$ cat config.mk
export PLATFORM = sky130hd
export DESIGN_NAME = uart_tx
export DESIGN_NICKNAME = d
export VERILOG_FILES = /design/src/rtl/uart_tx.sv
export SDC_FILE = /design/constraint.sdc
export NUM_CORES = 1
export LEC_CHECK = 0
export CORE_MARGIN = 1.5
export CORE_UTILIZATION = 51
export DETAILED_ROUTE_END_ITERATION = 6
export GPL_TIMING_DRIVEN = 0
export PLACE_DENSITY_LB_ADDON = 0.08
export SLEW_MARGIN = 0
export SYNTH_ARGS = -nofsm -noshare
export SYNTH_HDL_FRONTEND = slang
export SYNTH_SLANG_ARGS = --single-unit
export TNS_END_PERCENT = 50
$ cat constraint.sdc
create_clock -name CLK -period 3 [get_ports CLK]
set_clock_uncertainty 0.15 [all_clocks]
set_input_delay 0.6 -clock CLK [delete_from_list [all_inputs] [get_ports CLK]]
set_output_delay 0.6 -clock CLK [all_outputs]
set_load 0.005 [all_outputs]
$ cat src/rtl/uart_tx.sv
// UART transmitter: start bit, DATA_WIDTH data bits LSB first, optional parity, STOP_BITS stop bits.
// One bit period is the latched prescale count of CLK cycles; all frame settings are captured at acceptance.
module uart_tx #(
    parameter int DATA_WIDTH = 8,
    parameter int STOP_BITS  = 1
) (
    input  logic                  CLK,
    input  logic                  RST,
    input  logic [DATA_WIDTH-1:0] P_DATA,
    input  logic                  Data_Valid,
    input  logic                  PAR_EN,
    input  logic                  PAR_TYP,
    input  logic [5:0]            prescale,
    output logic                  TX_OUT,
    output logic                  busy
);

    typedef enum logic [2:0] {
        IDLE,
        START,
        DATA,
        PARITY,
        STOP
    } state_t;

    localparam logic [3:0] LAST_DATA = 4'(DATA_WIDTH - 1);
    localparam logic [3:0] LAST_STOP = 4'(STOP_BITS - 1);

    state_t                state_q, state_next;
    logic [5:0]            cnt_q, cnt_next;
    logic [3:0]            bit_q, bit_next;
    logic [DATA_WIDTH-1:0] shift_q, shift_next;
    logic [5:0]            presc_q, presc_next;
    logic                  par_en_q, par_en_next;
    logic                  par_q, par_next;
    logic                  tx_next, busy_next;
    logic                  last_edge;

    always_ff @(posedge CLK) begin
        if (RST) begin
            state_q  <= IDLE;
            TX_OUT   <= 1'b1;
            busy     <= 1'b0;
            cnt_q    <= '0;
            bit_q    <= '0;
            shift_q  <= '0;
            presc_q  <= '0;
            par_en_q <= 1'b0;
            par_q    <= 1'b0;
        end else begin
            state_q  <= state_next;
            TX_OUT   <= tx_next;
            busy     <= busy_next;
            cnt_q    <= cnt_next;
            bit_q    <= bit_next;
            shift_q  <= shift_next;
            presc_q  <= presc_next;
            par_en_q <= par_en_next;
            par_q    <= par_next;
        end
    end

    // presc_q is never 0 outside IDLE, so P-1 cannot underflow where it matters
    assign last_edge = (cnt_q == presc_q - 6'd1);

    always_comb begin
        state_next  = state_q;
        tx_next     = TX_OUT;
        busy_next   = busy;
        cnt_next    = last_edge ? 6'd0 : cnt_q + 6'd1;
        bit_next    = bit_q;
        shift_next  = shift_q;
        presc_next  = presc_q;
        par_en_next = par_en_q;
        par_next    = par_q;

        case (state_q)
            IDLE: begin
                cnt_next  = '0;
                tx_next   = 1'b1;
                busy_next = 1'b0;
                if (Data_Valid) begin
                    state_next  = START;
                    tx_next     = 1'b0;
                    busy_next   = 1'b1;
                    bit_next    = '0;
                    shift_next  = P_DATA;
                    presc_next  = (prescale == 6'd0) ? 6'd1 : prescale;
                    par_en_next = PAR_EN;
                    par_next    = (^P_DATA) ^ PAR_TYP;
                end
            end
            START: begin
                if (last_edge) begin
                    state_next = DATA;
                    bit_next   = '0;
                    tx_next    = shift_q[0];
                end
            end
            DATA: begin
                if (last_edge) begin
                    if (bit_q == LAST_DATA) begin
                        bit_next = '0;
                        if (par_en_q) begin
                            state_next = PARITY;
                            tx_next    = par_q;
                        end else begin
                            state_next = STOP;
                            tx_next    = 1'b1;
                        end
                    end else begin
                        // shift register keeps the next data bit at index 1
                        bit_next   = bit_q + 4'd1;
                        shift_next = shift_q >> 1;
                        tx_next    = shift_q[1];
                    end
                end
            end
            PARITY: begin
                if (last_edge) begin
                    state_next = STOP;
                    bit_next   = '0;
                    tx_next    = 1'b1;
                end
            end
            STOP: begin
                if (last_edge) begin
                    if (bit_q == LAST_STOP) begin
                        state_next = IDLE;
                        busy_next  = 1'b0;
                        tx_next    = 1'b1;
                        bit_next   = '0;
                    end else begin
                        bit_next = bit_q + 4'd1;
                    end
                end
            end
            default: begin
                state_next = IDLE;
                tx_next    = 1'b1;
                busy_next  = 1'b0;
            end
        endcase
    end

endmodule

==> reports/metrics.yaml <==
hp-class: "reg2reg"
synth-seq-cells: 31
viasPerCell: 5.74
register_area_um2: 621
num-nets-final: 267
ios: 21
rows: 21
cts_setup_buffers: 0
grt_antenna_before_repair: 0
fmax_mhz: 388
avgSynthCellArea_um2: 8.28
peakVddDrop_v: 0.000376
p_leak_nw: 0.729
arrival_ns: 2.69
timing.rr.end: "bit_q[2]$_SDFFE_PP0P_"
critPathLaunchType: "flop"
synthArstFlopShare_pct: 0
tightestPinTransition_ns: 0.817
slew_headroom_pct: 45.1
mostFrequentLayoutCells: "31 x dfxtp_1, 19 x nor3_1, 19 x nand2_1, 19 x clkdlybuf4s50_1, 18 x a21oi_1"
portBuffers: 19
period_share_pct: 86.0
postLayoutCellArea_mm2: 0.00211
final_max_slew_viol_count: 0
numCtsBuffers: 5
netlist_area_mm2: 0.00180
firstDrtPassIters: 4
die_h_um: 62.5
gp_congestion: 0.827
min_to: "par_q$_SDFFE_PP0P_"
path_delay_family: "compound AO/OA/AOI/OAI gates"
post-dp-hpwl_mm: 3.01
grtUsageTotal_pct: 22.0
drive_gt1_share_pct: 8.57
cts.htree.levels: 2
diodes: 0
rrSetupSlack_ns: 0.42
drc_errors: 0
synth_seq_area_share_pct: 34.4
critPathSlowestCell: "a311oi_4"
max_stage_delay_ns: 0.51
cts_resized: 0
syn_nets: 241
ff2ff_path_depth: 8
first_global_vias: 1668
finalSetupTns_ns: 0
synth_edf_count: 0
path_buf_inv: 1
hold_buffers: 0
num_vias: 1670
hold_viol: 0
power_density_mw_per_mm2: 477
drt_iter0_drc: 118
min_from: "par_q$_SDFFE_PP0P_"
final_antenna_net_count: 0
max-cap-violations: 0
start_util_pct: 53.6
crit_fanout: 10
synth_cell_types: 46
post_dp_cell_area_mm2: 0.00205
fill_cells: 339
path_cells: "inv_1, ha_1, and2_4, a211o_1, a32o_2, a311oi_4, a211oi_2, nor4b_4"
overflow: 0
setup_viol: 0
routed_wirelength_mm: 4.05
syn_to_final_growth_pct: 16.9
crit_type: "reg2reg"
die_w_um: 62.5
cts_tree: "done"
ys_warn_count: 0
root_buffer: "clkbuf_4"
clk_latency_ns: 0.33
wire_per_inst_um: 13.9
hold_depth: 2
grt_max_degree: 12
required_ns: 3.11
grt_setup_unrepaired: "false"
status: "completed"
rr_startpoint: "presc_q[0]$_SDFFE_PP0P_"
core_area_mm2: 0.00336
clkTransAtPathRegs_ns: 0.11
synth_cells: 218
clock_sinks: 31
final_common_cell: "dfxtp_1"
synth_ff_type: "dfxtp_1"
end_kind: "flop"
min_period_ns: 2.58
grt_pass1_wl_mm: 7.02
multi_input_area_mm2: 0.00112
clockBufferDepth: 2
die_area_mm2: 0.00390
cp_num_cells: 8
logic make-up (layout without fill, tap and decap cells):
kind of cell | Yosys count | in the layout | synth area share [%]
AO/OA/AOI/OAI | 51 | 51 | 20.6
multiplexers | 1 | 1 | 0.555
AND/OR/NAND/NOR | 95 | 95 | 28.8
flip-flops | 31 | 31 | 34.4
buffers and inverters | 17 | 44 | 3.61
XOR/XNOR | 19 | 19 | 9.22
adder cells (fa/ha/maj) | 4 | 4 | 2.77
state kept, by name (all words and copies together), names as in the netlist:
signal and cells:
bit_q 4, TX_OUT 1, presc_q 6, shift_q 8, par_q 1, par_en_q 1
busy 1, state_q 3, cnt_q 6
area by class of cell:
cell class / instances / share of cell area [%]
multi-input combinational: 170 / 53.0
sequential: 31 / 29.4
timing repair buffer: 19 / 9.02
tap: 46 / 2.73
buffer: 10 / 1.84
clock buffer: 5 / 1.78
inverter: 7 / 1.25
clock inverter: 3 / 0.949
Yosys cell counts, drive strengths merged, types with 7 or more instances:
cell / count / area, µm²
dfxtp: 31 / 621
a21oi: 20 / 115
nand2: 19 / 71.3
nor3: 19 / 95.1
nor2: 17 / 63.8
xnor2: 12 / 105
nor2b: 10 / 62.6
clkbuf: 9 / 33.8
o21ai: 8 / 40.0
a221oi: 7 / 61.3
inv: 7 / 26.3
xor2: 7 / 61.3
worst register-to-register path: stages (launching register included):
cell	delay, ns
dfxtp_1	0.43
inv_1	0.07
ha_1	0.24
and2_4	0.18
a211o_1	0.30
a32o_2	0.30
a311oi_4	0.51
a211oi_2	0.12
nor4b_4	0.21
power by group:
part	total (mW)	switching [mW]	internal [mW]
Combinational	0.278	0.148	0.130
Sequential	0.478	0.0315	0.447
Clock	0.250	0.161	0.0894
Total	1.01	0.340	0.666
worst max path at each step:
stage                                  from                 endpoint
floorplan           presc_q[0]$_SDFFE_PP0P_    bit_q[2]$_SDFFE_PP0P_
global placement    presc_q[0]$_SDFFE_PP0P_    bit_q[2]$_SDFFE_PP0P_
detailed placement  presc_q[0]$_SDFFE_PP0P_    bit_q[2]$_SDFFE_PP0P_
CTS                 presc_q[0]$_SDFFE_PP0P_    bit_q[2]$_SDFFE_PP0P_
global route        presc_q[0]$_SDFFE_PP0P_  shift_q[1]$_SDFFE_PP0P_
finish              presc_q[0]$_SDFFE_PP0P_    bit_q[2]$_SDFFE_PP0P_
per-stage QoR:
step	std cells	hold slack, ns	power [mW]	worst slack (ns)	util [%]
floorplan	218	0.277	0.683	0.657	-
global placement	283	0.286	0.751	0.492	61.0
detailed placement	283	0.308	0.763	0.446	61.0
CTS	291	0.323	1.01	0.413	62.7
global route	291	0.339	1.07	0.184	62.7
finish	291	0.317	1.01	0.421	62.7
per-layer routing:
metal	part of all wire [%]	up-vias	wire length [µm]	track usage, %
met1	45	794	1820	24.7
met5	0	-	0	0
met3	4.4	4	179	5.77
li1	-	832	-	-
met4	1.0	0	42	7.78
met2	50	40	2010	39.8
(Power assumes the default switching activity.)
